<file path="src/rtl/seg_scan_pkg.sv">
// seg_scan_display shared types and constants: mode enum, hex-to-segment
// table, idle drive levels and a leading-digit helper.
package seg_scan_pkg;

  typedef enum logic [1:0] {
    LED    = 2'd0,
    CYCLE  = 2'd1,
    BRANCH = 2'd2,
    JMP    = 2'd3
  } mode_e;

  localparam logic [7:0] SEG_OFF = 8'hFF;
  localparam logic [7:0] AN_OFF  = 8'hFF;

  // gfedcba, active-low; entry n is the pattern for hex digit n
  localparam logic [15:0][6:0] HEX_SEG = {
    7'h0E, 7'h06, 7'h21, 7'h46, 7'h03, 7'h08, 7'h10, 7'h00,
    7'h78, 7'h02, 7'h12, 7'h19, 7'h30, 7'h24, 7'h79, 7'h40
  };

  localparam logic [6:0] SEG_BLANK = 7'h7F;

  // Index of the most significant nonzero nibble; 0 when the value is 0
  function automatic logic [2:0] msd_index(input logic [31:0] v);
    logic [2:0] r;
    r = 3'd0;
    for (int i = 0; i < 8; i++) begin
      if (v[i*4 +: 4] != 4'h0) r = 3'(i);
    end
    return r;
  endfunction

endpackage

</file>
<file path="src/rtl/seg_scan_if.sv">
// Bundle between the CPU-side sources / button and the display scanner.
interface seg_scan_if;
  logic [31:0] Leddata;
  logic [31:0] Count_cycle;
  logic [31:0] Count_branch;
  logic [31:0] Count_jmp;
  logic        btn_mode;
  logic        freeze;
  logic [7:0]  seg;
  logic [7:0]  an;
  logic [1:0]  mode;

  modport master (
    output Leddata, Count_cycle, Count_branch, Count_jmp, btn_mode, freeze,
    input  seg, an, mode
  );

  modport slave (
    input  Leddata, Count_cycle, Count_branch, Count_jmp, btn_mode, freeze,
    output seg, an, mode
  );
endinterface

</file>
<file path="src/rtl/seg_scan_display_btn_debounce.sv">
// Button debouncer: 2-FF synchroniser plus a stability counter; output is
// the accepted (stable) level.
module btn_debounce #(
  parameter int unsigned DEBOUNCE_CYCLES = 1000000
) (
  input  logic clk,
  input  logic clr,
  input  logic btn,
  output logic level
);

  localparam int unsigned CNT_W = $clog2(DEBOUNCE_CYCLES);
  localparam logic [CNT_W-1:0] CNT_LAST = CNT_W'(DEBOUNCE_CYCLES - 1);

  logic             sync1;
  logic             sync2;
  logic             stable;
  logic [CNT_W-1:0] cnt;

  // Synchronise, then accept a new level after it has differed long enough
  always_ff @(posedge clk) begin
    if (!clr) begin
      sync1  <= 1'b0;
      sync2  <= 1'b0;
      stable <= 1'b0;
      cnt    <= '0;
    end else begin
      sync1 <= btn;
      sync2 <= sync1;
      if (sync2 == stable) begin
        cnt <= '0;
      end else if (cnt == CNT_LAST) begin
        stable <= sync2;
        cnt    <= '0;
      end else begin
        cnt <= cnt + CNT_W'(1);
      end
    end
  end

  assign level = stable;

endmodule

</file>
<file path="src/rtl/seg_scan_display.sv">
// Multiplexed 8-digit hex display of one of four CPU values, with a
// debounced mode button and per-frame snapshotting.
// Optional build macro SEG_BLANK_LEADING_ZERO_EN blanks leading zero digits.
module seg_scan_display
  import seg_scan_pkg::*;
#(
  parameter int unsigned CLK_DIV         = 100000,
  parameter int unsigned DEBOUNCE_CYCLES = 1000000
) (
  input logic      clk,
  input logic      clr,
  seg_scan_if.slave bus
);

  localparam int unsigned DIV_W = $clog2(CLK_DIV);
  localparam logic [DIV_W-1:0] DIV_LAST = DIV_W'(CLK_DIV - 1);

  logic [DIV_W-1:0] div;
  logic [2:0]       idx;
  logic [31:0]      snap;
  logic [7:0]       an_r;
  logic [7:0]       seg_r;
  logic             stable;
  logic             stable_q;
  mode_e            state;
  mode_e            state_nxt;

  logic        tick;
  logic        frame_end;
  logic        rise;
  logic [31:0] src;
  logic [6:0]  pat;
  logic        dp;

  btn_debounce #(
    .DEBOUNCE_CYCLES(DEBOUNCE_CYCLES)
  ) u_debounce (
    .clk  (clk),
    .clr  (clr),
    .btn  (bus.btn_mode),
    .level(stable)
  );

  // Scan timing, press edge and selected source
  always_comb begin
    tick      = (div == DIV_LAST);
    frame_end = tick && (idx == 3'd7);
    rise      = stable && !stable_q;
    case (state)
      LED:     src = bus.Leddata;
      CYCLE:   src = bus.Count_cycle;
      BRANCH:  src = bus.Count_branch;
      default: src = bus.Count_jmp;
    endcase
  end

  // Segment pattern and decimal point for the digit currently scanned
  always_comb begin
    pat = HEX_SEG[snap[{idx, 2'b00} +: 4]];
`ifdef SEG_BLANK_LEADING_ZERO_EN
    if (idx > msd_index(snap)) pat = SEG_BLANK;
`else
    pat = HEX_SEG[snap[{idx, 2'b00} +: 4]];
`endif
    dp = (idx != {1'b0, state});
  end

  // Mode state register
  always_ff @(posedge clk) begin
    if (!clr) state <= LED;
    else      state <= state_nxt;
  end

  // Mode next-state: advance once per accepted press
  always_comb begin
    state_nxt = state;
    if (rise) begin
      case (state)
        LED:     state_nxt = CYCLE;
        CYCLE:   state_nxt = BRANCH;
        BRANCH:  state_nxt = JMP;
        default: state_nxt = LED;
      endcase
    end
  end

  // Divider, digit index, frame snapshot and registered display drive
  always_ff @(posedge clk) begin
    if (!clr) begin
      div      <= '0;
      idx      <= 3'd0;
      snap     <= 32'd0;
      an_r     <= AN_OFF;
      seg_r    <= SEG_OFF;
      stable_q <= 1'b0;
    end else begin
      div      <= tick ? '0 : div + DIV_W'(1);
      stable_q <= stable;
      if (tick) idx <= idx + 3'd1;
      if (frame_end && !bus.freeze) snap <= src;
      an_r  <= ~(8'b1 << idx);
      seg_r <= {dp, pat};
    end
  end

  assign bus.an   = an_r;
  assign bus.seg  = seg_r;
  assign bus.mode = state;

endmodule

</file>
<file path="src/flat_wrapper.sv">
// flat-port wrapper written by rule: the top's interface ports become plain ports
module seg_scan_display_flat import seg_scan_pkg::*;
#(
  parameter int unsigned CLK_DIV         = 100000,
  parameter int unsigned DEBOUNCE_CYCLES = 1000000
)
  (clk, clr, bus_Leddata, bus_Count_cycle, bus_Count_branch, bus_Count_jmp, bus_btn_mode, bus_freeze, bus_seg, bus_an, bus_mode);
  seg_scan_if bus_i ();
  input logic clk;
  input logic clr;
  input wire logic [$bits(bus_i.Leddata)-1:0] bus_Leddata;
  input wire logic [$bits(bus_i.Count_cycle)-1:0] bus_Count_cycle;
  input wire logic [$bits(bus_i.Count_branch)-1:0] bus_Count_branch;
  input wire logic [$bits(bus_i.Count_jmp)-1:0] bus_Count_jmp;
  input wire logic [$bits(bus_i.btn_mode)-1:0] bus_btn_mode;
  input wire logic [$bits(bus_i.freeze)-1:0] bus_freeze;
  output wire logic [$bits(bus_i.seg)-1:0] bus_seg;
  output wire logic [$bits(bus_i.an)-1:0] bus_an;
  output wire logic [$bits(bus_i.mode)-1:0] bus_mode;
  assign bus_i.Leddata = bus_Leddata;
  assign bus_i.Count_cycle = bus_Count_cycle;
  assign bus_i.Count_branch = bus_Count_branch;
  assign bus_i.Count_jmp = bus_Count_jmp;
  assign bus_i.btn_mode = bus_btn_mode;
  assign bus_i.freeze = bus_freeze;
  assign bus_seg = bus_i.seg;
  assign bus_an = bus_i.an;
  assign bus_mode = bus_i.mode;
  seg_scan_display #(.CLK_DIV(CLK_DIV), .DEBOUNCE_CYCLES(DEBOUNCE_CYCLES)) u_core (.clk(clk), .clr(clr), .bus(bus_i));
endmodule
</file>
<file path="config.mk">
export PLATFORM = sky130hd
export DESIGN_NAME = seg_scan_display_flat
export DESIGN_NICKNAME = d
export VERILOG_FILES = /design/src/rtl/seg_scan_pkg.sv /design/src/rtl/seg_scan_if.sv /design/src/rtl/seg_scan_display_btn_debounce.sv /design/src/rtl/seg_scan_display.sv /design/src/flat_wrapper.sv
export SDC_FILE = /design/constraint.sdc
export NUM_CORES = 1
export LEC_CHECK = 0
export ABC_AREA = 1
export BUFFER_PORTS_ARGS = -buffer_cell sky130_fd_sc_hd__buf_2
export CORE_MARGIN = 3
export CORE_UTILIZATION = 57
export DETAILED_ROUTE_END_ITERATION = 6
export GPL_TIMING_DRIVEN = 1
export HOLD_SLACK_MARGIN = 0.03
export PLACE_DENSITY = 0.95
export SYNTH_ARGS = -nofsm -noshare
export SYNTH_HDL_FRONTEND = slang
export SYNTH_SLANG_ARGS = --single-unit
export TNS_END_PERCENT = 10
</file>
<file path="constraint.sdc">
create_clock -name clk -period 5.6 [get_ports clk]
set_clock_uncertainty 0.2 [all_clocks]
set_input_delay 1.68 -clock clk [delete_from_list [all_inputs] [get_ports clk]]
set_output_delay 1.68 -clock clk [all_outputs]
set_load 0.01 [all_outputs]
</file>
==> results.ini, run 1 <==
[sta]
finalSetupTns_ps=0
relSlewSlack_pct=22.3
period_minus_slack_ps=2960
fmax_ghz=0.338
period_share_pct=52.8
rsz0062_at_grt=no
drv_slew=0
worst_slack_ps=2640
hold_viol=0
setup_violations=0
tightest_slew_ps=1170

[power_and_ir_drop]
p_seq_share_pct=54.0
power.density_nw_per_um2=197
switching_share_pct=21.5
clkPwrFrac_pct=38.9
p_leak_nw=2.79
switching_power_mw=0.269
p_int_mw=0.984
totalPowerFinal_mw=1.25
ir_drop_mv=0.120
p_comb_share_pct=7.1

[floorplanning]
die_w_microns=103
start_util_pct=60.2
core-area_sq_um=8980
chipHeight_microns=103
fp-row-count=34
io_pins=150
die_area_sq_um=10700

[place]
io_buffers=149
dpl-instance-area_sq_um=6140
post-place-ws_ps=2400
routabilityCongestion=0.963
hpwlAfterDp_mm=10.1

[synth]
avgSynthCellArea_sq_um=6.34
synth_area_leaders=dfxtp_1 (35%), nand2_1 (16%), nand3_1 (12%)
yosys.area.top_type=dfxtp_1
synth.most_common_cell=nand2_1
ys_seq_elements=94
synth.distinct_cells=24
synth_nets=1002
synth_common_cells=nand2_1 (224), nand3_1 (127), dfxtp_1 (94), nor2_1 (91), inv_1 (82)
seq_area_frac_synth_pct=34.8
synth_ff_type=dfxtp_1
yosysTopAreaCellShare_pct=34.8
syn_inst=853
synth_area_sq_um=5410
synth-edff-count=0
synthArstFlopShare_pct=0
ys_warn_count=0

[global_routing]
overflow=0
antenna_found_initial=2
grtUsageTotal_pct=25.8
grt_pass1_vias=5222
grt_max_degree=70
grt_pass1_wl_mm=22.5

[min_path]
hold_path.class=flip-flop to flip-flop

[worst_setup_path]
end_kind=flip-flop
path_common_cell=nand3_1
cp.arrival_ps=2960
slowest_stage=dfxtp_1
path_class=flip-flop to flip-flop
crit_buf_inv=2
path_cells=inv_1 -> nand2_1 -> nand3_1 -> nand3_1 -> nand2_1 -> ha_1 -> inv_1 -> nand3_1 -> nand3_1 -> nand3_1
crit_path_max_fanout=23
cp_slowest_stage_delay_ps=850
crit_required_ps=5610
path_delay_family=flip-flops
start_kind=flip-flop

[cts]
cts_sinks=94
clk_path_buf_depth=2
numCtsBuffers=9
ctsHoldBuffers=0
ctsRootBufferMaster=clkbuf_8
clkTransAtPathRegs_ps=90
htree_levels=3
post_cts_buffers=0
cts_tree=built
cts_resized=0
insertion_delay_ps=350

[route]
drt_iter0_drc=381
wirelength_mm=13.6
dr.pass1.iters=5
drt-wirelength-per-cell_microns=12.3
route.vias.total=5784
ant_nets=0
avgViaCountPerCell=5.23
drc=0

[job]
maxCapViolations=0

[finish]
area_growth_pct=17.8
drive_gt1_share_pct=18.1
finalInstanceArea_sq_um=6370
final_nets=1122

[status]
outcome=completed

==> area by class of cell <==
| class | count | area (sq um) |
|---|---|---|
| Tap cell | 126 | 158 |
| Inverter | 82 | 308 |
| Clock inverter | 6 | 85.1 |
| Antenna cell | 2 | 5.00 |
| Timing Repair Buffer | 154 | 783 |
| Clock buffer | 10 | 138 |
| Sequential cell | 94 | 1880 |
| Multi-Input combinational cell | 632 | 3010 |
| Fill cell | 776 | 2610 |
==> per-layer routing <==
layer,part of all wire [%],global-route usage [%],vias to the layer above
li1,-,-,2988
met1,43,34.1,2518
met2,47,41.3,247
met3,7.5,5.37,29
met4,2.5,9.96,2
met5,0.088,0,-
==> through the flow <==
stage | utilization [%] | instances | hold slack (ps)
floorplan | - | 853 | 190
global placement | 68.4 | 1088 | 195
detailed placement | 68.4 | 1088 | 199
CTS | 70.9 | 1104 | 221
global route | 71.0 | 1105 | 237
finish | 71.0 | 1106 | 220
==> cells in the final DEF, fill, tap and decap left out <==
| cell type | synthesis | routed |
|---|---|---|
| a211oi_1 | 1 | 1 |
| a21oi_1 | 79 | 79 |
| and3_1 | 1 | 1 |
| buf_2 | 8 | 149 |
| buf_4 | 3 | 5 |
| bufinv_16 | 0 | 2 |
| clkbuf_8 | 0 | 10 |
| clkinv_2 | 0 | 2 |
| clkinvlp_4 | 0 | 2 |
| dfxtp_1 | 94 | 94 |
| diode_2 | 0 | 2 |
| ha_1 | 17 | 17 |
| inv_1 | 82 | 82 |
| nand2_1 | 224 | 224 |
| nand2_2 | 2 | 2 |
| nand3_1 | 127 | 127 |
| nand3b_1 | 1 | 1 |
| nand4_1 | 11 | 11 |
| nor2_1 | 91 | 90 |
| nor2_2 | 2 | 2 |
| nor2_4 | 2 | 3 |
| nor3_1 | 15 | 15 |
| o21ai_0 | 39 | 39 |
| o21ai_1 | 1 | 1 |
| xnor2_1 | 5 | 5 |
| xor2_1 | 14 | 14 |
==> registers in the layout, summed over array words and instances (netlist names) <==
| register | count |
|---|---|
| u_core.bus.an | 8 |
| u_core.bus.mode | 2 |
| u_core.bus.seg | 8 |
| u_core.div | 17 |
| u_core.idx | 3 |
| u_core.snap | 32 |
| u_core.stable_q | 1 |
| u_core.u_debounce.cnt | 20 |
| u_core.u_debounce.level | 1 |
| u_core.u_debounce.sync1 | 1 |
| u_core.u_debounce.sync2 | 1 |
==> cell families (layout without fill, tap and decap cells) <==
family,after synthesis,in the layout,synth area share (%)
adders and majority gates,17,17,3.93
other,0,2,0
DFF,94,94,34.8
AOI/OAI and AO/OA,120,120,11.2
xor gates and xnor gates,19,19,3.08
and+or+nand+nor,476,476,37.4
buffers and inverters,127,252,9.63
==> power groups by stage <==
stage               Clock (mW)  Combinational [mW]  Sequential [mW]
floorplan                    0              0.0338            0.693
global placement             0              0.0864            0.692
detailed placement           0              0.0882            0.692
CTS                      0.495              0.0882            0.677
global route             0.526               0.101            0.677
finish                   0.487              0.0887            0.677
==> worst paths after layout <==
| kind | from | end | slack, ps | depth (start not counted) |
|---|---|---|---|---|
| worst max-delay path | u_core.idx[0] | u_core.bus.seg[0] | 2640 | 10 |
| worst min-delay path | u_core.u_debounce.sync1 | u_core.u_debounce.sync2 | 220 | 2 |
| worst max register to register | u_core.idx[0] | u_core.bus.seg[0] | 2640 | 10 |
| worst min register to register | u_core.u_debounce.sync1 | u_core.u_debounce.sync2 | 220 | 2 |
==> worst reg2reg max path, stage by stage (launching register included) <==
cell and delay, ps:
dfxtp_1 850, inv_1 500, nand2_1 190, nand3_1 90, nand3_1 110, nand2_1 150, ha_1 290, inv_1 110
nand3_1 90, nand3_1 110, nand3_1 120
(Power assumes the default switching activity.)
==> inputs of run 2 (changes only) <==
--- a/config.mk
+++ b/config.mk
@@ -8,11 +8,11 @@
 export ABC_AREA = 1
 export BUFFER_PORTS_ARGS = -buffer_cell sky130_fd_sc_hd__buf_2
 export CORE_MARGIN = 3
-export CORE_UTILIZATION = 57
+export CORE_UTILIZATION = 53
 export DETAILED_ROUTE_END_ITERATION = 6
 export GPL_TIMING_DRIVEN = 1
 export HOLD_SLACK_MARGIN = 0.03
-export PLACE_DENSITY = 0.95
+export PLACE_DENSITY = 0.9
 export SYNTH_ARGS = -nofsm -noshare
 export SYNTH_HDL_FRONTEND = slang
 export SYNTH_SLANG_ARGS = --single-unit
==> constraint.sdc (replaced) <==
create_clock -name clk -period 2.8 [get_ports clk]
set_clock_uncertainty 0.2 [all_clocks]
set_input_delay 0.84 -clock clk [delete_from_list [all_inputs] [get_ports clk]]
set_output_delay 0.84 -clock clk [all_outputs]
set_load 0.01 [all_outputs]
==> results.ini, run 2 (synthesized netlist as in run 1, its figures left out) <==
[place]
io_buffers=149  ; unchanged
hpwlAfterDp_mm=10.3  ; +1.8%
routabilityCongestion=0.881  ; -8.5%

[global_routing]
grt_pass1_wl_mm=22.5  ; +0.43%
grt_pass1_vias=5337  ; +2.2%
antenna_found_initial=0  ; -2
overflow=0  ; unchanged
grt_max_degree=65  ; -7.1%
grtUsageTotal_pct=23.5  ; -2.2 points

[worst_setup_path]
cp.arrival_ps=2460  ; -500 ps
crit_path_max_fanout=28  ; +22%
start_kind=flip-flop
crit_required_ps=2910  ; -2700 ps
reg2regPathDepth=9  ; -1
path_class=flip-flop to flip-flop
reg2reg_slack_ps=450  ; -2200 ps
rr_startpoint=u_core.bus.mode[1]
end_kind=flip-flop
r2r-end=u_core.snap[23]

[power_and_ir_drop]
clkPwrFrac_pct=37.5  ; -1.4 points
p_seq_share_pct=55.1  ; +1.1 points
power.density_nw_per_um2=383  ; +95%
switching_share_pct=23.9  ; +2.5 points
p_comb_share_pct=7.4  ; +0.3 points
switching_power_mw=0.588  ; +120%
p_int_mw=1.87  ; +90%
ir_drop_mv=0.202  ; +68%
p_leak_nw=2.81  ; +0.54%
totalPowerFinal_mw=2.46  ; +96%

[floorplanning]
start_util_pct=54.8  ; -5.4 points
die_area_sq_um=11500  ; +7.1%
io_pins=150  ; unchanged
core-area_sq_um=9860  ; +9.9%
die_w_microns=107  ; +3.5%
fp-row-count=36  ; +5.9%
chipHeight_microns=107  ; +3.5%

[sta]
drv_slew=0  ; unchanged
tightest_slew_ps=1100  ; -64.8 ps
period_share_pct=84.1  ; +31 points
relSlewSlack_pct=26.6  ; +4.3 points
hold_ws_ps=220  ; +0.894 ps
period_minus_slack_ps=2350  ; -603 ps
setup_violations=0  ; unchanged
rsz0062_at_grt=no
fmax_ghz=0.425  ; +26%
finalSetupTns_ps=0  ; unchanged
hold_viol=0  ; unchanged

[cts]
numCtsBuffers=9  ; unchanged
post_cts_buffers=0  ; unchanged
clk_path_buf_depth=2  ; unchanged
cts_resized=0  ; unchanged
cts_sinks=94  ; unchanged
ctsRootBufferMaster=clkbuf_8
insertion_delay_ps=360  ; about the same
cts_tree=built
htree_levels=3  ; unchanged
clkTransAtPathRegs_ps=90  ; about the same
ctsHoldBuffers=0  ; unchanged

[finish]
top_regs=u_core.snap: 32 flops, u_core.u_debounce.cnt: 20 flops, u_core.div: 17 flops
regMostFlops=u_core.snap
area_growth_pct=18.5
final_cell_mix=nand2_1 (224), buf_2 (149), nand3_1 (127), dfxtp_1 (94), nor2_1 (90)
multi_input_area_sq_um=3010  ; unchanged
seq_area_sq_um=1880  ; unchanged
drive_gt1_share_pct=18.4  ; +0.33 points
final_nets=1126  ; +0.36%
layout_commonest_cell=nand2_1
largest_reg_flops=32  ; unchanged
nFillCells=891  ; +15%
diodes=0  ; -2

[min_path]
min_path_cells=2  ; unchanged
hp-start=u_core.u_debounce.sync1
worst_hold_path.endpoint=u_core.u_debounce.sync2
hold_path.class=flip-flop to flip-flop

[route]
wirelength_met1_mm=5.89  ; +1.7%
drt_iter0_drc=402  ; +5.5%
ant_nets=0  ; unchanged
wl_met3_mm=1.01  ; -0.49%
route.vias.total=5908  ; +2.1%
drc=0  ; unchanged
wirelength_mm=13.7  ; +0.92%
wl_met2_mm=6.64  ; +2.8%
top_layer=met4
avgViaCountPerCell=5.30  ; +1.3%
dr.pass1.iters=7  ; +2
drt-wirelength-per-cell_microns=12.3  ; +0.11%

[status]
outcome=completed

[job]
maxCapViolations=0  ; unchanged

## run 2: changes by cell type in the layout (fill, tap and decap cells not counted)
| cell | before | now |
|---|---|---|
| buf_12 | 0 | 2 |
| buf_4 | 5 | 7 |
| diode_2 | 2 | 0 |
| inv_6 | 0 | 2 |
| bufinv_16 | 2 | 1 |
| clkbuf_8 | 10 | 9 |
| clkinv_2 | 2 | 1 |
| inv_8 | 0 | 1 |
## run 2: how the worst max path moves through the flow
stage,from,endpoint,slack [ps],depth (start not counted)
floorplan,bus_freeze,u_core.snap[0],800,5
global placement,u_core.bus.mode[1],u_core.snap[22],580,9
detailed placement,u_core.bus.mode[1],u_core.snap[23],480,9
CTS,u_core.bus.mode[1],u_core.snap[23],470,9
global route,u_core.bus.mode[1],u_core.snap[24],240,9
finish,u_core.bus.mode[1],u_core.snap[23],450,9
## run 2: final cells by class
cell class / count / share of cell area, %
timing repair buffer: 158 / 13.1
multi-input combinational: 632 / 47.0
clock buffer: 9 / 1.93
tap: 133 / 2.60
inverter: 82 / 4.80
clock inverter: 7 / 1.23
sequential: 94 / 29.4
## run 2: routing by layer
metal	up-vias	track usage, %
li1	2999	-
met1	2639	29.7
met2	242	41.2
met3	28	3.13
met4	0	8.13
met5	-	0
## run 2: power by group through the flow
stage	Clock, mW	Sequential, mW	Combinational, mW
6_report	0.921	1.35	0.183
5_1_grt	0.985	1.35	0.205
4_1_cts	0.935	1.35	0.183
3_5_place_dp	0	1.38	0.183
3_3_place_gp	0	1.38	0.181
2_1_floorplan	0	1.39	0.0676
## run 2: critical path: stages (launching register included)
cell     delay [ps]
dfxtp_1         370
inv_1           110
ha_1            840
buf_4           280
a21oi_1          70
nand3_1          70
o21ai_0          90
nand3_1         120
nand2_1          50
nor2_1           80
## run 2: stage by stage
step | area (sq um) | std cells | worst slack (ps) | utilization (%)
after floorplan | 5410 | 853 | 798 | -
after detailed placement | 6210 | 1099 | 483 | 62.9
after CTS | 6410 | 1115 | 466 | 65.0
after global placement | 6210 | 1099 | 575 | 62.9
final | 6410 | 1115 | 447 | 65.0
after global routing | 6410 | 1115 | 245 | 65.0
